### src/rtl/clk_div_ctrl.sv
// clk_div_ctrl: divider-change controller with settle timing; define CLK_DIV_CTRL_CLAMP_EN to clamp zero requests to 1 and flag them on err_o
module clk_div_ctrl #(
    parameter int DIV_WIDTH   = 4,
    parameter int RESET_DIV   = 1,
    parameter int SETTLE_MULT = 2
) (
    input  logic                 clk_i,
    input  logic                 arst_ni,
    input  logic [DIV_WIDTH-1:0] req_div_i,
    input  logic                 req_valid_i,
    output logic                 req_ready_o,
    output logic [DIV_WIDTH-1:0] div_o,
    output logic                 locked_o,
    output logic                 err_o
);
    // One spare bit so SETTLE_MULT*(2**DIV_WIDTH-1) never wraps
    localparam int CW = DIV_WIDTH + $clog2(SETTLE_MULT) + 1;
    localparam int RD1 = RESET_DIV > 0 ? RESET_DIV : 1;
    localparam logic [CW-1:0] CNT0 = CW'(SETTLE_MULT * RD1 - 1);
    localparam logic [CW-1:0] MULT = CW'(SETTLE_MULT);
    typedef enum logic {IDLE, SETTLE} state_t;
    state_t state;
    logic [CW-1:0] cnt, settle_m1;
    logic [DIV_WIDTH-1:0] req_eff, hi;
    always_comb begin
        hi = div_o > req_eff ? div_o : req_eff;
        settle_m1 = MULT * (hi == '0 ? CW'(1) : CW'(hi)) - CW'(1);
    end
    assign req_ready_o = state == IDLE;
    assign locked_o = state == IDLE;
`ifdef CLK_DIV_CTRL_CLAMP_EN
    assign req_eff = req_div_i == '0 ? DIV_WIDTH'(1) : req_div_i;
    always_ff @(posedge clk_i or negedge arst_ni) begin
        if (!arst_ni) err_o <= 1'b0;
        else err_o <= state == IDLE && req_valid_i && req_div_i == '0;
    end
`else
    assign req_eff = req_div_i;
    assign err_o = 1'b0;
`endif
    always_ff @(posedge clk_i or negedge arst_ni) begin
        if (!arst_ni) begin
            state <= SETTLE;
            cnt <= CNT0;
            div_o <= DIV_WIDTH'(RESET_DIV);
        end else if (state == IDLE) begin
            if (req_valid_i && req_eff != div_o) begin
                state <= SETTLE;
                cnt <= settle_m1;
                div_o <= req_eff;
            end
        end else if (cnt == '0) begin
            state <= IDLE;
        end else begin
            cnt <= cnt - CW'(1);
        end
    end
endmodule
### config.mk
export PLATFORM = sky130hd
export DESIGN_NAME = clk_div_ctrl
export DESIGN_NICKNAME = d
export VERILOG_FILES = /design/src/rtl/clk_div_ctrl.sv
export SDC_FILE = /design/constraint.sdc
export NUM_CORES = 1
export LEC_CHECK = 0
export ABC_AREA = 1
export CORE_ASPECT_RATIO = 1.25
export CORE_MARGIN = 2
export CORE_UTILIZATION = 25
export DETAILED_ROUTE_END_ITERATION = 8
export RECOVER_POWER = 50
export SLEW_MARGIN = 20
export SYNTH_ARGS = -nofsm -noshare
export SYNTH_HDL_FRONTEND = slang
export SYNTH_SLANG_ARGS = --single-unit
### constraint.sdc
create_clock -name clk_i -period 2.9 [get_ports clk_i]
set_input_delay 0.435 -clock clk_i [delete_from_list [all_inputs] [get_ports clk_i]]
set_output_delay 0.435 -clock clk_i [all_outputs]
set_load 0.005 [all_outputs]
[Word-level counts from Yosys, hierarchy flattened]
Index checks and enable logic that the tools add are counted.
Storage, ports and cells
  input port bits: 7
  flip-flop bits (word level): 11
  logic and storage cells: 23
  output and inout bits: 7
Operators by class
  $add $sub $neg: 2
  reductions and logical operators: 6
  bitwise logic cells: 1
  eq/ne operators: 2
  magnitude comparators: 1
  multiplexer cells: 8
Operators with widths (number)
  two-way mux 6 bit: 3
  two-way mux 4 bit: 2
  zero test 6 bit: 1
  subtractor 5 x 1 -> 6 bit (second input constant): 1
  subtractor 6 x 1 -> 6 bit (second input constant): 1
  greater-than comparator 4 bit: 1
  zero test 4 bit: 1
  != test 4 bit: 1
  AND reduction 2 bit: 2
  two-way mux 1 bit: 3
  != test 2 bit (second input constant): 1
  nonzero test 2 bit: 1
  logical AND 1 bit: 1
  inverter 1 bit: 1

[Longest topological paths before layout]
Gate-level depths: netlist (run 1).
  depth after elaboration: 7
  mapped depth: 18
  depth with buffers taken out: 18

[Worst setup path after synthesis (run 1)]
OpenSTA, ideal clock, no wires.
  kind: input to register
  from: in req_div_i[3]
  to: reg cnt[2]
  setup slack: 0.884 ns
  stages: 14
  buffers on the path: 0
  setup time: 0.083 ns
  arrival: 1.934 ns
  required time: 2.817 ns
  cell sequence: inv_1 > ha_1 > a21oi_1 > nand2_2 > nand2_2 > nand2_1 > nand2_1 > nand3_1 > nand2_1 > inv_1 > ha_1 > o21ai_0 > nand2_1 > o21ai_0
On the way
  cells in the longest elaborated chain, start to end: 7
  elaborated cells between the ends (all ways): 11
  classes of those cells: 1 x add/sub; 1 x order compare; 1 x eq/ne; 4 x mux; 4 x reduce/logical
Ends and longest elaborated chain
  from (decl): RTL line 9  | input logic [DIV_WIDTH-1:0] req_div_i,
  greater-than comparator 4 bit: RTL line 26  | hi = div_o > req_eff ? div_o : req_eff;
  two-way mux 4 bit: RTL line 26
  zero test 4 bit: RTL line 27  | settle_m1 = MULT * (hi == '0 ? CW'(1) : CW'(hi)) - CW'(1);
  two-way mux 4 bit: RTL line 27
  subtractor 5 x 1 -> 6 bit: RTL line 27
  two-way mux 6 bit: RTL line 47  | if (req_valid_i && req_eff != div_o) begin
  two-way mux 6 bit: RTL line 46  | end else if (state == IDLE) begin
  to (signal assigned): RTL line 49  | cnt <= settle_m1;
  to (signal assigned): RTL line 55  | cnt <= cnt - CW'(1);
  to (decl): RTL line 23  | logic [CW-1:0] cnt, settle_m1;
Parallel ways exist; a longest one is shown, timed or not. The select of a mux whose other input is x is not followed.
A chain may end at the register's enable or synchronous reset.

[Worst setup path in the final report (run 1)]
  from: in req_div_i[1]
  to: reg cnt[2]
The elaborated chain is that of the path after synthesis.

==> results of run 1 <==
cell families after synthesis:
| kind of cell | after synthesis | synth area share [%] |
|---|---|---|
| buffers and inverters | 23 | 11.6 |
| adders and majority gates | 6 | 9.32 |
| AOI/OAI and AO/OA | 20 | 12.9 |
| other | 1 | 0.465 |
| DFF | 11 | 34.6 |
| and+or+nand+nor | 53 | 31.1 |
cells in the final DEF (no fill, tap or decap), drive strengths merged:
cell type,n
inv,21
dfstp,3
nand2,37
clkdlybuf4s50,8
conb,1
ha,6
a21oi,5
nand4,1
o21ai,15
dfrtp,8
dlygate4sd3,4
nand3,9
nand3b,2
clkbuf,4
nor2,4
cells in the mapped netlist:
library cell	instances
inv_2	2
nand3_2	2
nand2_2	5
ha_1	6
nand4_1	1
nor2_1	4
dfrtp_1	8
nand2_4	1
buf_4	2
nand3_1	7
a21oi_1	5
o21ai_0	13
nand3b_1	2
inv_1	19
o21ai_1	1
o21ai_2	1
nand2_1	31
conb_1	1
dfstp_2	3
layout make-up:
type | instances | area (um^2) | share of cell area [%]
sequential | 11 | 279 | 27.8
inverter | 21 | 78.8 | 7.87
clock buffer | 4 | 45.0 | 4.49
tap | 37 | 46.3 | 4.62
timing repair buffer | 12 | 120 | 12.0
multi-input combinational | 80 | 433 | 43.2
sequential cells by signal, indices dropped and copies added, names as in the netlist:
name and cells:
cnt 6, state 1, div_o 4
layer usage:
| metal | GRT usage (%) | wire (um) |
|---|---|---|
| met5 | 0 | 0 |
| met4 | 6.56 | 29 |
| met3 | 2.43 | 62 |
| met2 | 19.2 | 863 |
| met1 | 12.4 | 757 |
per-stage QoR:
| step | instance area (um^2) | power (mW) | instances | util (%) |
|---|---|---|---|---|
| 2_1_floorplan | 806 | 0.176 | 114 | - |
| 3_3_place_gp | 957 | 0.189 | 161 | 30.5 |
| 3_5_place_dp | 957 | 0.190 | 161 | 30.5 |
| 4_1_cts | 1000 | 0.354 | 165 | 32.0 |
| 5_1_grt | 1000 | 0.366 | 165 | 32.0 |
| 6_report | 1000 | 0.347 | 165 | 32.0 |
power groups by stage:
stage          sequential [mW]  clock [mW]  combinational [mW]
2_1_floorplan            0.156           0              0.0193
3_3_place_gp             0.156           0              0.0326
3_5_place_dp             0.156           0              0.0333
4_1_cts                  0.154       0.166              0.0338
5_1_grt                  0.154       0.174              0.0382
6_report                 0.154       0.161              0.0327
critical path: cells and delay by family:
| family | cells | cell delay [ns] |
|---|---|---|
| AOI/OAI and AO/OA | 2 | 0.23 |
| adders and majority gates | 2 | 0.58 |
| buffers and inverters | 3 | 0.56 |
| and+or+nand+nor | 10 | 0.75 |
how the worst max path moves through the flow:
stage,start,end,slack (ns),depth (start not counted)
2_1_floorplan,req_div_i[3],cnt[2],0.88,14
3_3_place_gp,req_div_i[3],cnt[3],0.29,16
3_5_place_dp,req_div_i[3],cnt[2],0.27,15
4_1_cts,req_div_i[2],cnt[2],0.51,16
5_1_grt,req_div_i[2],cnt[2],0.28,16
6_report,req_div_i[1],cnt[2],0.52,17
==> results.yml, run 1 <==
placed_design:
  pre_cts_slack_ns: 0.272
  portBuffers: 12
  place_congestion: 0.823
  dpl.hpwl_um: 1340
layout:
  drive_gt1_share_pct: 13.3
  area_growth_syn_to_layout_pct: 24.4
  diodes: 0
  final_nets: 142
  n_fill_cell: 349
timing:
  fin_tns_setup_ns: 0
  rsz0062_at_grt: "no"
  hold_viol: 0
  setup_slack_ns: 0.524
  fin_crit_sh_pct: 81.9
  finalClockSkew_ns: 0.0109
  maxSlewViolCount: 0
  finalSetupViolations: 0
  hold_slack_ns: 0.505
  slew_headroom_pct: 63.9
  min_period_ns: 2.38
  worst_pin_slew_ns: 0.540
  max_clock_freq_mhz: 421
critical_path:
  slowest_stage: "clkdlybuf4s50_1"
  cp_cell_sequence: "clkdlybuf4s50_1, inv_1, ha_1, nand2_1, nand2_1, nand2_1, nand2_2, nand2_2, nand2_1, nand2_1, nand3_1, nand2_1, inv_1, ha_1, o21ai_0, nand2_1, o21ai_0"
  worstRegToRegCells: 13
  arrival_ns: 2.53
  criticalPathCategory: "input pin to flip-flop"
  critPathMaxFanout: 5
  r2r_start: "div_o[0]"
  startpoint_type: "input pin"
  required_ns: 3.05
  cp_common_cell: "nand2_1"
  cp-end-kind: "flip-flop"
  reg2reg_slack_ns: 0.78
  r2r_end: "cnt[2]"
  max_stage_delay_ns: 0.45
cts:
  cts_hold_buf: 0
  cts-htree-levels: 1
  clkTransAtPathRegs_ns: 0.05
  cts-resized-gates: 0
  numCtsBuffers: 3
  cts_root_buf: "clkbuf_8"
  clk_latency_ns: 0.25
  cts_buffer_depth: 2
  cts_setup_buffers: 0
  clock-sinks: 11
  cts_tree: "yes"
floorplanning:
  die_y_um: 67.5
  io_pins: 14
  core_mm2: 0.00314
  die_w_um: 54.8
  rows: 23
  die_area_mm2: 0.00370
  start_util_pct: 25.7
synthesis:
  synth_top_cells_by_area: "dfrtp_1 25%, nand2_1 14%, dfstp_2 9.8%, ha_1 9.3%, inv_1 8.9%"
  yosys_warnings: 0
  avgSynthCellArea_um2: 7.07
  synth_area_um2: 806
  synth_top_area_share_pct: 24.8
  ys_types: 19
  syn_nets: 127
  ys_seq_area_share_pct: 34.6
  yosys_register_bits: 11
  yosys.area.top_type: "dfrtp_1"
  syn_inst: 114
worst_hold_path:
  hold_class: "flip-flop to flip-flop"
  hold_path_end: "div_o[0]"
  holdPathStages: 2
  hp-start: "div_o[0]"
pwr:
  clockPowerShare_pct: 46.3
  power_switching_uw: 82.0
  intPower_uw: 265
  peakVddDrop_v: 0.000228
  power_leakage_nw: 0.511
  p_per_area_mw_per_mm2: 346
  power_frac_comb_pct: 9.4
  netSwitchingFraction_pct: 23.6
  p_seq_share_pct: 44.3
flow_run:
  cap_violations: 0
global_route:
  antenna_found_initial: 0
  grt_pass1_vias: 724
  track_usage_pct: 11.3
  grt_max_degree: 12
  grt_first_pass_wirelength_um: 2970
  grt_overflow_total: 0
detailed_routing:
  route.vias.total: 726
  drt_iter0_drc: 12
  viasPerCell: 4.40
  drt_first_pass_iters: 4
  drc: 0
  routed_wl_um: 1710
  antenna_left: 0
  wl_per_cell_um: 10.4
status:
  status: "completed"
Note: power is estimated with default switching activity, not from simulation.
==> run 2, diff against run 1 <==
==> constraint.sdc (replaced) <==
create_clock -name clk_i -period 2.05 [get_ports clk_i]
set_input_delay 0.3075 -clock clk_i [delete_from_list [all_inputs] [get_ports clk_i]]
set_output_delay 0.3075 -clock clk_i [all_outputs]
set_load 0.005 [all_outputs]
==> run 2 against run 1 <==
Compared with the run above:
- total power increased by 59%
- routed wire length increased by 29%
- flip-flop and latch count unchanged
- sequential share of layout area decreased by 7.0 points
- combinational power increased to 3.4 times the previous value
==> results.yml, run 2 (synthesis results as in run 1) <==
timing:
  finalClockSkew_ns: 0.000524
  hold_slack_ns: 0.421
  worst_pin_slew_ns: 0.555
  max_clock_freq_mhz: 504
  fin_crit_sh_pct: 96.8
  rsz0062_at_grt: "yes"
  hold_viol: 0
  finalSetupViolations: 0
  maxSlewViolCount: 0
  min_period_ns: 1.98
  slew_headroom_pct: 62.9
  fin_tns_setup_ns: 0
  setup_slack_ns: 0.0653
critical_path:
  cp-end-kind: "flip-flop"
  cp_cell_sequence: "inv_2, ha_4, inv_2, nand2_1, nand2_1, nand2_2, nand2_4, nand2_4, nand2_2, nand2_2, buf_4, buf_4, buf_4, nand2_2, nand3_2, nand3_2, nand2_1"
  startpoint: "div_o[0]"
  required_ns: 2.18
  worstRegToRegCells: 17
  critPathMaxFanout: 5
  arrival_ns: 2.12
  reg2reg_slack_ns: 0.07
  slowest_stage: "dfstp_2"
  startpoint_type: "flip-flop"
  cp_common_cell: "nand2_2"
  criticalPathCategory: "flip-flop to flip-flop"
  r2r_start: "div_o[0]"
  r2r_end: "cnt[3]"
  max_stage_delay_ns: 0.54
flow_run:
  cap_violations: 0
layout:
  biggestRegsByFlops: "cnt (6), div_o (4), state (1)"
  final_area_mm2: 0.00134
  drive_gt1_share_pct: 44.6
  final_nets: 171
  final_cell_mix: "29 x buf_4, 24 x nand2_1, 13 x inv_1"
  n_fill_cell: 303
  largest_register_ffs: 6
  final-seq-area_um2: 279
  multi_input_area_um2: 556
  mostFrequentLayoutCell: "buf_4"
  regMostFlops: "cnt"
  diodes: 0
  layout.cells.non_filler: 194
  area_growth_syn_to_layout_pct: 66.5
  fin_util_pct: 42.8
global_route:
  grt_first_pass_wirelength_um: 3800
  antenna_found_initial: 0
  grt_max_degree: 12
  track_usage_pct: 14.1
  grt_overflow_total: 0
  grt_pass1_vias: 881
cts:
  cts_buffer_depth: 2
  cts_tree: "yes"
  cts-htree-levels: 1
  cts_hold_buf: 0
  cts_root_buf: "clkbuf_8"
  numCtsBuffers: 3
  clock-sinks: 11
  clk_latency_ns: 0.24
  clkTransAtPathRegs_ns: 0.05
pwr:
  p_per_area_mw_per_mm2: 411
  power_uw: 551
  power_leakage_nw: 0.657
  peakVddDrop_v: 0.000310
detailed_routing:
  drt_first_pass_iters: 4
  wl_per_cell_um: 11.4
  antenna_left: 0
  routed_wl_um: 2210
  viasPerCell: 4.54
  route.vias.total: 881
  drc: 0
  drt_iter0_drc: 14
worst_hold_path:
  holdPathStages: 3
  hp-start: "req_div_i[0]"
  hold_path_end: "div_o[0]"
  hold_class: "input pin to flip-flop"
placed_design:
  place_area_mm2: 0.00108
  place_congestion: 0.851
  pre_cts_slack_ns: -0.482
  dpl.hpwl_um: 1450
  dp.cells: 178
  portBuffers: 12
floorplanning:
  die_area_mm2: 0.00370
  rows: 23
  io_pins: 14
  die_y_um: 67.5
  core_mm2: 0.00314
  start_util_pct: 25.7
  die_w_um: 54.8
status:
  status: "completed"
[run 2: cell count changes in the layout (fill, tap and decap cells not counted), sizes merged]
cell           before  now
dlymetal6s2s        0    1
buf                 0   29
clkdlybuf4s50       8    7
dlygate4sd2         0    3
dlygate4sd3         4    1
[run 2: critical path: cells and delay by family (launching register included)]
kind	cells	cell delay, ns
flops	1	0.54
buf+inv	5	0.46
simple gates	11	0.73
fa+ha+maj	1	0.14
[run 2: where the power goes]
part           switching [mW]  internal (mW)  leakage (nW)  total (mW)
combinational          0.0490         0.0613         0.497       0.110
clock                  0.0861          0.137        0.0228       0.223
sequential                  0          0.218         0.138       0.218
[run 2: layout make-up]
class                      count  area share, %
tap                           37           3.45
timing repair buffer          41           25.1
sequential                    11           20.8
multi-input combinational     80           41.4
inverter                      21           5.88
clock buffer                   4           3.36
[run 2: routing by layer]
| metal | track usage [%] | up-vias | wire, um |
|---|---|---|---|
| li1 | - | 445 | - |
| met1 | 15.9 | 412 | 910 |
| met2 | 25.1 | 18 | 1200 |
| met3 | 1.99 | 6 | 47 |
| met4 | 6.56 | 0 | 46 |
| met5 | 0 | - | 0 |
[run 2: how the worst max path moves through the flow]
| stage | slack (ns) | cells after the start | end |
|---|---|---|---|
| final | 0.07 | 17 | cnt[3] |
| after floorplan | 0.07 | 13 | cnt[2] |
| after global routing | -0.06 | 15 | cnt[3] |
| after CTS | 0.05 | 14 | cnt[3] |
| after global placement | -0.38 | 15 | cnt[2] |
| after detailed placement | -0.48 | 15 | cnt[2] |
[run 2: repair_timing]
action	CTS	global route
setup buffers	13	0
setup endpoints to repair	3	5
pin swaps	15	15
gates resized for setup	26	10
==> run 3, diff against run 2 <==
--- a/config.mk
+++ b/config.mk
@@ -6,10 +6,13 @@
 export NUM_CORES = 1
 export LEC_CHECK = 0
 export ABC_AREA = 1
+export CELL_PAD_IN_SITES_DETAIL_PLACEMENT = 1
+export CELL_PAD_IN_SITES_GLOBAL_PLACEMENT = 2
 export CORE_ASPECT_RATIO = 1.25
 export CORE_MARGIN = 2
 export CORE_UTILIZATION = 25
 export DETAILED_ROUTE_END_ITERATION = 8
+export PLACE_DENSITY_LB_ADDON = 0.1
 export RECOVER_POWER = 50
 export SLEW_MARGIN = 20
 export SYNTH_ARGS = -nofsm -noshare
==> run 3 against run 2 <==
Compared with the run above:
- the run now ends with setup timing left
- global-route usage rose by 2.2 points
- core utilization rose by 1.3 points
- sequential power barely moved
- combinational power rose by 11%
- sequential share of layout area fell by 0.62 points
- die area did not move
- non-clock buffer count fell by 3
- count of clock-buffer cells in the layout did not move
- clock power barely moved
- design area rose by 3.1%
- first-iteration DRC count rose by 7.1%
- critical path type unchanged
==> results.yml, run 3 (synthesis results as in run 1) <==
timing:
  finalSetupViolations: 1
  max_clock_freq_mhz: 485
  maxSlewViolCount: 0
  fin_crit_sh_pct: 101
  slew_headroom_pct: 60.7
  min_period_ns: 2.06
  setup_slack_ns: -0.0136
  finalClockSkew_ns: 0.00565
  worst_pin_slew_ns: 0.587
  hold_viol: 0
  rsz0062_at_grt: "yes"
pwr:
  power_leakage_nw: 0.659
  peakVddDrop_v: 0.000300
  p_per_area_mw_per_mm2: 406
  intPower_uw: 417
  netSwitchingFraction_pct: 25.6
  clockPowerShare_pct: 39.4
  power_frac_comb_pct: 21.8
  power_switching_uw: 144
  p_seq_share_pct: 38.8
cts:
  clk_latency_ns: 0.24
  cts_hold_buf: 0
  cts_root_buf: "clkbuf_8"
  cts-htree-levels: 1
  cts_buffer_depth: 2
  numCtsBuffers: 3
  clkTransAtPathRegs_ns: 0.06
  cts_tree: "yes"
  clock-sinks: 11
global_route:
  grt_overflow_total: 0
  antenna_found_initial: 0
  grt_first_pass_wirelength_um: 4300
  track_usage_pct: 16.3
  grt_max_degree: 12
  grt_pass1_vias: 976
layout:
  mostFrequentLayoutCell: "buf_4"
  n_fill_cell: 391
  diodes: 0
  largest_register_ffs: 6
  biggestRegsByFlops: "cnt (6), div_o (4), state (1)"
  final_nets: 168
  drive_gt1_share_pct: 44.8
  area_growth_syn_to_layout_pct: 71.6
  layout.cells.non_filler: 191
  final_cell_mix: "26 x buf_4, 21 x nand2_1, 13 x inv_1"
  regMostFlops: "cnt"
detailed_routing:
  drt_first_pass_iters: 4
  drt_iter0_drc: 15
  drc: 0
  antenna_left: 0
  viasPerCell: 4.67
  route.vias.total: 892
  routed_wl_um: 2780
  wl_per_cell_um: 14.5
critical_path:
  r2r_end: "cnt[3]"
  max_stage_delay_ns: 0.54
  r2r_start: "div_o[0]"
  reg2reg_slack_ns: -0.01
  slowest_stage: "dfstp_2"
  startpoint_type: "flip-flop"
  criticalPathCategory: "flip-flop to flip-flop"
  required_ns: 2.23
  worstRegToRegCells: 17
  cp_cell_sequence: "inv_2, ha_4, inv_2, nand2_1, nand2_1, nand2_2, nand2_4, nand3b_1, nand2_4, nand3_4, nand2_4, inv_4, ha_4, nand3b_1, nand3_1, nand3_1, nand2_1"
  arrival_ns: 2.24
  worst_path_dominant_cell_family: "simple AND/OR/NAND/NOR gates"
  path_buf_inv: 3
  critPathMaxFanout: 4
  cp-end-kind: "flip-flop"
floorplanning:
  core_mm2: 0.00314
  die_w_um: 54.8
  die_area_mm2: 0.00370
  rows: 23
  io_pins: 14
  start_util_pct: 25.7
  die_y_um: 67.5
placed_design:
  pre_cts_slack_ns: -0.518
  place_congestion: 0.725
  portBuffers: 12
  dp.cells: 178
  dpl.hpwl_um: 1800
status:
  violations: "setup timing"
  status: "complete, but fails checks"
worst_hold_path:
  holdPathStages: 3
  hold_path_end: "div_o[0]"
  hold_class: "input pin to flip-flop"
  hp-start: "req_div_i[0]"
flow_run:
  cap_violations: 0
-- run 3: cell count changes in the layout (fill, tap and decap cells not counted), sizes merged --
cell  before  now
buf       29   26
-- run 3: per-layer routing --
metal  part of all wire [%]  GRT usage (%)
met1                     37           17.4
met2                     62           32.6
met3                    1.2           1.33
met4                      0           3.75
met5                      0              0
-- run 3: cell type report --
cell class	count	area, um^2	share of cell area [%]
multi-input cells	80	617	44.6
clock buffers	4	45.0	3.26
well taps	37	46.3	3.35
flip-flops and latches	11	279	20.2
inverters	21	81.3	5.88
repair buffers	38	314	22.7
-- run 3: how the worst max path moves through the flow --
stage | startpoint | end | slack (ns) | cells after the start
6_report | div_o[0] | cnt[3] | -0.01 | 17
5_1_grt | div_o[0] | cnt[3] | -0.13 | 17
4_1_cts | div_o[0] | cnt[3] | 0.02 | 14
3_5_place_dp | req_div_i[3] | cnt[2] | -0.52 | 15
3_3_place_gp | req_div_i[3] | cnt[2] | -0.44 | 15
2_1_floorplan | div_o[0] | cnt[2] | 0.07 | 13
-- run 3: timing repair --
item                       CTS  global route
resized for setup           26            23
setup buffers                8             1
setup endpoints to repair    3             5
pin swaps                   14            18
-- run 3: metrics by stage --
stage	cell area (um^2)	power [mW]	TNS, ns	utilization (%)	hold slack [ns]
finish	1380	0.561	-0.0136	44.1	0.425
floorplan	806	0.249	0	-	0.0119
CTS	1280	0.541	0	40.8	0.453
detailed placement	1080	0.290	-1.81	34.6	0.520
global placement	1080	0.289	-1.40	34.6	0.491
global route	1380	0.588	-0.438	44.1	0.454
-- run 3: worst min-delay path, stage by stage --
cell,delay [ns]
dlymetal6s2s_1,0.16
inv_1,0.08
o21ai_0,0.09
-- run 3: power groups by stage --
stage,clock network [mW],registers (mW),logic (mW)
floorplan,0,0.221,0.0274
global placement,0,0.221,0.0674
detailed placement,0,0.221,0.0689
CTS,0.225,0.218,0.0983
global route,0.238,0.217,0.133
finish,0.221,0.218,0.122
